`src/rtl/imem_loader.sv`:
```
// ---------------------------------------------------------------------------
// imem_loader
//
// Serial program loader for the instruction memory of the single-cycle
// datapath. A framed byte stream arrives over a valid/ready handshake:
//
//    START_BYTE, N, 4*N data bytes (MSB first), XOR checksum of data bytes
//
// Each group of four data bytes becomes one 32-bit instruction word. Words
// are written at consecutive word addresses starting at 0. The datapath is
// held in reset while a load is running and after a failed load.
//
// Ports
//    clock     : single clock, rising edge
//    reset     : asynchronous, active-low reset
//    rx_data   : incoming byte
//    rx_valid  : rx_data is valid
//    rx_ready  : loader accepts a byte this cycle
//    wr_en     : one-cycle instruction-memory write strobe
//    wr_addr   : word address of the write
//    wr_data   : instruction word to write
//    cpu_hold  : 1 holds the datapath in reset
//    done      : one-cycle pulse after a frame with a good checksum
//    error     : sticky, last frame failed (cleared by the next START_BYTE)
// ---------------------------------------------------------------------------
module imem_loader #(
   parameter int          ADDR_W         = 5,
   parameter logic [7:0]  START_BYTE     = 8'hA5,
   parameter int          TIMEOUT_CYCLES = 1024
) (
   input  logic              clock,
   input  logic              reset,
   input  logic [7:0]        rx_data,
   input  logic              rx_valid,
   output logic              rx_ready,
   output logic              wr_en,
   output logic [ADDR_W-1:0] wr_addr,
   output logic [31:0]       wr_data,
   output logic              cpu_hold,
   output logic              done,
   output logic              error
);

   localparam int DEPTH = 1 << ADDR_W;
   localparam int TO_W  = $clog2(TIMEOUT_CYCLES + 1);
   // One extra bit so a full-memory count (N = DEPTH) fits.
   localparam int WC_W  = ADDR_W + 1;

   typedef enum logic [2:0] {
      S_IDLE,
      S_COUNT,
      S_DATA,
      S_CHECK,
      S_DONE,
      S_ERR
   } state_t;

   state_t              state_reg;
   logic                rx_ready_reg;
   logic                wr_en_reg;
   logic [ADDR_W-1:0]   wr_addr_reg;
   logic [31:0]         wr_data_reg;
   logic                cpu_hold_reg;
   logic                done_reg;
   logic                error_reg;

   logic [ADDR_W-1:0]   addr_reg;        // address of the word being assembled
   logic [WC_W-1:0]     words_left_reg;  // words still to receive, incl. current
   logic [1:0]          byte_idx_reg;    // byte position within the current word
   logic [23:0]         word_reg;        // first three bytes of the current word
   logic [7:0]          csum_reg;        // running XOR of data bytes
   logic [TO_W-1:0]     idle_cnt_reg;    // consecutive cycles without a byte

   logic accept;
   logic in_frame;
   logic timeout_hit;
   logic count_bad;

   assign accept   = rx_valid & rx_ready_reg;
   assign in_frame = (state_reg == S_COUNT) || (state_reg == S_DATA) ||
                     (state_reg == S_CHECK);
   // The idle count would reach TIMEOUT_CYCLES on this edge. An accepted
   // byte on the same edge takes priority, hence the !accept term.
   assign timeout_hit = in_frame && !accept &&
                        (idle_cnt_reg == TO_W'(TIMEOUT_CYCLES - 1));
   assign count_bad   = (rx_data == 8'h00) || (int'(rx_data) > DEPTH);

   always_ff @(posedge clock or negedge reset) begin
      if (!reset) begin
         state_reg      <= S_IDLE;
         rx_ready_reg   <= 1'b1;
         wr_en_reg      <= 1'b0;
         wr_addr_reg    <= '0;
         wr_data_reg    <= '0;
         cpu_hold_reg   <= 1'b1;
         done_reg       <= 1'b0;
         error_reg      <= 1'b0;
         addr_reg       <= '0;
         words_left_reg <= '0;
         byte_idx_reg   <= '0;
         word_reg       <= '0;
         csum_reg       <= '0;
         idle_cnt_reg   <= '0;
      end else begin
         // Strobes default low; they are raised for exactly one cycle below.
         wr_en_reg <= 1'b0;
         done_reg  <= 1'b0;

         if (in_frame) begin
            idle_cnt_reg <= accept ? '0 : idle_cnt_reg + 1'b1;
         end

         case (state_reg)
            S_IDLE: begin
               if (accept && (rx_data == START_BYTE)) begin
                  cpu_hold_reg <= 1'b1;
                  error_reg    <= 1'b0;
                  addr_reg     <= '0;
                  csum_reg     <= '0;
                  byte_idx_reg <= '0;
                  idle_cnt_reg <= '0;
                  state_reg    <= S_COUNT;
               end
            end

            S_COUNT: begin
               if (accept) begin
                  if (count_bad) begin
                     rx_ready_reg <= 1'b0;
                     state_reg    <= S_ERR;
                  end else begin
                     words_left_reg <= WC_W'(rx_data);
                     state_reg      <= S_DATA;
                  end
               end else if (timeout_hit) begin
                  rx_ready_reg <= 1'b0;
                  state_reg    <= S_ERR;
               end
            end

            S_DATA: begin
               if (accept) begin
                  word_reg     <= {word_reg[15:0], rx_data};
                  csum_reg     <= csum_reg ^ rx_data;
                  byte_idx_reg <= byte_idx_reg + 2'd1;
                  if (byte_idx_reg == 2'd3) begin
                     wr_en_reg      <= 1'b1;
                     wr_addr_reg    <= addr_reg;
                     wr_data_reg    <= {word_reg, rx_data};
                     addr_reg       <= addr_reg + 1'b1;
                     words_left_reg <= words_left_reg - 1'b1;
                     if (words_left_reg == WC_W'(1)) begin
                        state_reg <= S_CHECK;
                     end
                  end
               end else if (timeout_hit) begin
                  rx_ready_reg <= 1'b0;
                  state_reg    <= S_ERR;
               end
            end

            S_CHECK: begin
               if (accept) begin
                  rx_ready_reg <= 1'b0;
                  state_reg    <= (rx_data == csum_reg) ? S_DONE : S_ERR;
               end else if (timeout_hit) begin
                  rx_ready_reg <= 1'b0;
                  state_reg    <= S_ERR;
               end
            end

            S_DONE: begin
               done_reg     <= 1'b1;
               cpu_hold_reg <= 1'b0;
               rx_ready_reg <= 1'b1;
               state_reg    <= S_IDLE;
            end

            S_ERR: begin
               // Words already written stay in memory; cpu_hold stays set so
               // the partial program is never executed.
               error_reg    <= 1'b1;
               rx_ready_reg <= 1'b1;
               state_reg    <= S_IDLE;
            end

            default: begin
               rx_ready_reg <= 1'b1;
               state_reg    <= S_IDLE;
            end
         endcase
      end
   end

   assign rx_ready = rx_ready_reg;
   assign wr_en    = wr_en_reg;
   assign wr_addr  = wr_addr_reg;
   assign wr_data  = wr_data_reg;
   assign cpu_hold = cpu_hold_reg;
   assign done     = done_reg;
   assign error    = error_reg;

endmodule

```
`config.mk`:
```
export PLATFORM = sky130hd
export DESIGN_NAME = imem_loader
export DESIGN_NICKNAME = d
export VERILOG_FILES = /design/src/rtl/imem_loader.sv
export SDC_FILE = /design/constraint.sdc
export NUM_CORES = 1
export LEC_CHECK = 0
export ABC_AREA = 1
export CORE_ASPECT_RATIO = 1.5
export CORE_MARGIN = 2
export CORE_UTILIZATION = 44
export DETAILED_ROUTE_END_ITERATION = 8
export GPL_ROUTABILITY_DRIVEN = 0
export PLACE_DENSITY = 0.64
export SYNTH_ARGS = -nofsm -noshare
export SYNTH_HDL_FRONTEND = slang
export SYNTH_SLANG_ARGS = --single-unit
export TNS_END_PERCENT = 5
```
`constraint.sdc`:
```
create_clock -name clock -period 2.34 [get_ports clock]
set_clock_uncertainty 0.1 [all_clocks]
set_input_delay 0.468 -clock clock [delete_from_list [all_inputs] [get_ports clock]]
set_output_delay 0.468 -clock clock [all_outputs]
set_load 0.05 [all_outputs]
```
==> impl_metrics.ini <==
[outcome]
status = finished, final reports clean

[global_routing]
antenna_found_initial = 0
grt.total_usage_pct = 19.2
grt_max_degree = 74
grt_pass1_wl_um = 17100
grt-ovfl-total = 0
grt_pass1_vias = 3645

[worst_setup_path]
cp_data_arrival_time_ns = 1.70
end_kind = output port
critPathTopFamily = buffers and inverters
worst-setup-path-type = register to output port
worst-path-buf-inv = 1
crit_path_start_kind = register
cpMaxStageDelayCell = clkdlybuf4s50_1
path_max_fanout = 3
crit_chain = clkdlybuf4s50_1
slowest_delay_ns = 0.80
required_ns = 1.77

[floorplanning]
chipWidth_um = 88.1
ios = 53
core_area_um2 = 10500
start_util_pct = 44.6
die-area_um2 = 11500
die_h_um = 130
row_count = 46

[cts]
clock_path_buffers = 2
root_buffer = clkbuf_16
clkTransAtPathRegs_ns = 0.06
cts.sinks = 101
cts-resized-gates = 0
numCtsBuffers = 9
cts_max_level = 3
cts_tree = built
clk_latency_ns = 0.34

[placement]
placed_cell_area_um2 = 5330
hpwlAfterDp_um = 7410
numPortBuffers = 52

[pwr]
vdd_drop_max_uv = 595
power_mw = 5.34
p_per_area_nw_per_um2 = 945
p_leak_nw = 2.67

[yosys]
yosys.cell_types.count = 34
synth_top_area_share_pct = 53.0
yosysSeqAreaShare_pct = 54.2
synthTopCellsByCount = nand2_1 (160), dfrtp_1 (99), inv_1 (67)
synth_area_leaders = dfrtp_1 (53%), nand2_1 (13%), inv_1 (5.4%)
synth-edff-count = 0
async_reset_ff_share_pct = 100
syn_area_um2 = 4670
synth-xor-area-share_pct = 1.50
ys.flop_type = dfrtp_1
synth_compound_area_share_pct = 11.4
syn_nets = 560
yosys.area_share.simple_pct = 22.7
synth-adder-area-share_pct = 1.34
synth_mux_area_share_pct = 0
ys_ff_latch = 101
yosysMostFrequentCell = nand2_1
synthCells = 544
synth_area_per_cell_um2 = 8.59
synth_top_family_by_area = simple AND/OR/NAND/NOR gates
ys_warn_count = 0
synth_top_cell_by_area = dfrtp_1

[timing]
drv_slew = 0
tns_ns = 0
hold_violations = 0
setup-violations-final = 0
finalCriticalPeriod_ns = 2.27
fin_hold_ws_ns = 0.386
rsz0062_at_grt = no
maxSlewHeadroom_pct = 56.0
tightestPinTransition_ns = 0.660
min_period_over_period_pct = 97.0
timing.fmax_mhz = 440

[detailed_routing]
finalWirelength_um = 9960
dr.pass1.iters = 4
vias = 3645
drc = 0
drtIter0Drc = 191
ant_nets = 0
via_per_inst = 4.85
wl_per_cell_um = 13.2

[hold_path]
holdCritPathClass = register to register

[layout]
diodes = 0
largest_reg_flops = 32
fill_cells = 1003
postLayoutCellArea_um2 = 5650
layout-drive-gt1-share_pct = 8.55
area_growth_pct = 21.0
layout.nets = 619
fin_util_pct = 54.0

[job]
cap_violations = 0
power breakdown:
part | total (mW) | switching, mW | internal [mW]
logic | 1.41 | 0.941 | 0.470
clock network | 1.53 | 0.635 | 0.894
registers | 2.40 | 0.271 | 2.13
cell type report:
cell class                      instances  area (um2)  share of cell area [%]
Sequential cell                       101        2530                    44.7
Multi-Input combinational cell        355        1720                    30.5
Timing Repair Buffer                   63         628                    11.1
Inverter                               73         282                    4.98
Tap cell                              144         180                    3.19
Clock inverter                          4        55.1                   0.974
Clock buffer                           12         256                    4.54
placed cells by master, fill, tap and decap left out, types with 2 or more instances in the layout:
cell type / n
a21oi_1: 7
buf_12: 2
buf_4: 9
clkbuf_16: 9
clkbuf_8: 2
clkdlybuf4s50_1: 51
dfrtp_1: 99
dfstp_2: 2
ha_1: 5
inv_1: 67
inv_2: 3
inv_4: 3
nand2_1: 160
nand2_2: 4
nand3_1: 25
nand4_1: 4
nor2_1: 30
nor2_4: 7
nor3_1: 5
o21ai_0: 37
o21ai_1: 43
o21ai_2: 2
o22ai_1: 9
xnor2_1: 4
xor2_1: 4
cells by family after synthesis:
kind of cell,after synthesis
xor+xnor,8
fa+ha+maj,5
simple gates,241
buf+inv,88
compound gates,101
flops,101
what timing repair did:
| item | CTS | global route |
|---|---|---|
| endpoints found under the hold margin | 27 | 0 |
| hold buffers | 1 | 0 |
| buffers inserted | 0 | 0 |
layer usage:
metal,part of all wire [%],vias up,wire length [um],track usage (%)
li1,-,1848,-,-
met1,41,1724,4100,23.2
met2,53,55,5330,33.3
met3,2.8,18,276,4.11
met4,2.6,0,258,7.31
met5,0,-,0,0
worst paths after layout:
check                                             to                      from  slack, ns  depth (start not counted)
setup / recovery                            rx_ready      rx_ready$_DFFE_PN1P_       0.07                          1
hold / removal                  rx_ready$_DFFE_PN1P_      rx_ready$_DFFE_PN1P_       0.39                          2
setup reg to reg              wr_data[2]$_DFFE_PN0P_  state_reg[2]$_DFFE_PN0P_       0.41                          8
hold reg to reg                 rx_ready$_DFFE_PN1P_      rx_ready$_DFFE_PN1P_       0.39                          2
max in group asynchronous  idle_cnt_reg[4]$_DFF_PN0_                     reset       1.02                          3
min in group asynchronous     wr_data[9]$_DFFE_PN0P_                     reset       0.50                          2
per-stage QoR:
step / setup slack (ns) / instances
after floorplan: 0.456 / 544
after global placement: 0.112 / 735
after detailed placement: 0.0972 / 735
after CTS: 0.0531 / 752
after global routing: 0.0250 / 752
final: 0.0698 / 752
No activity file was read; power rests on OpenSTA's default activity.
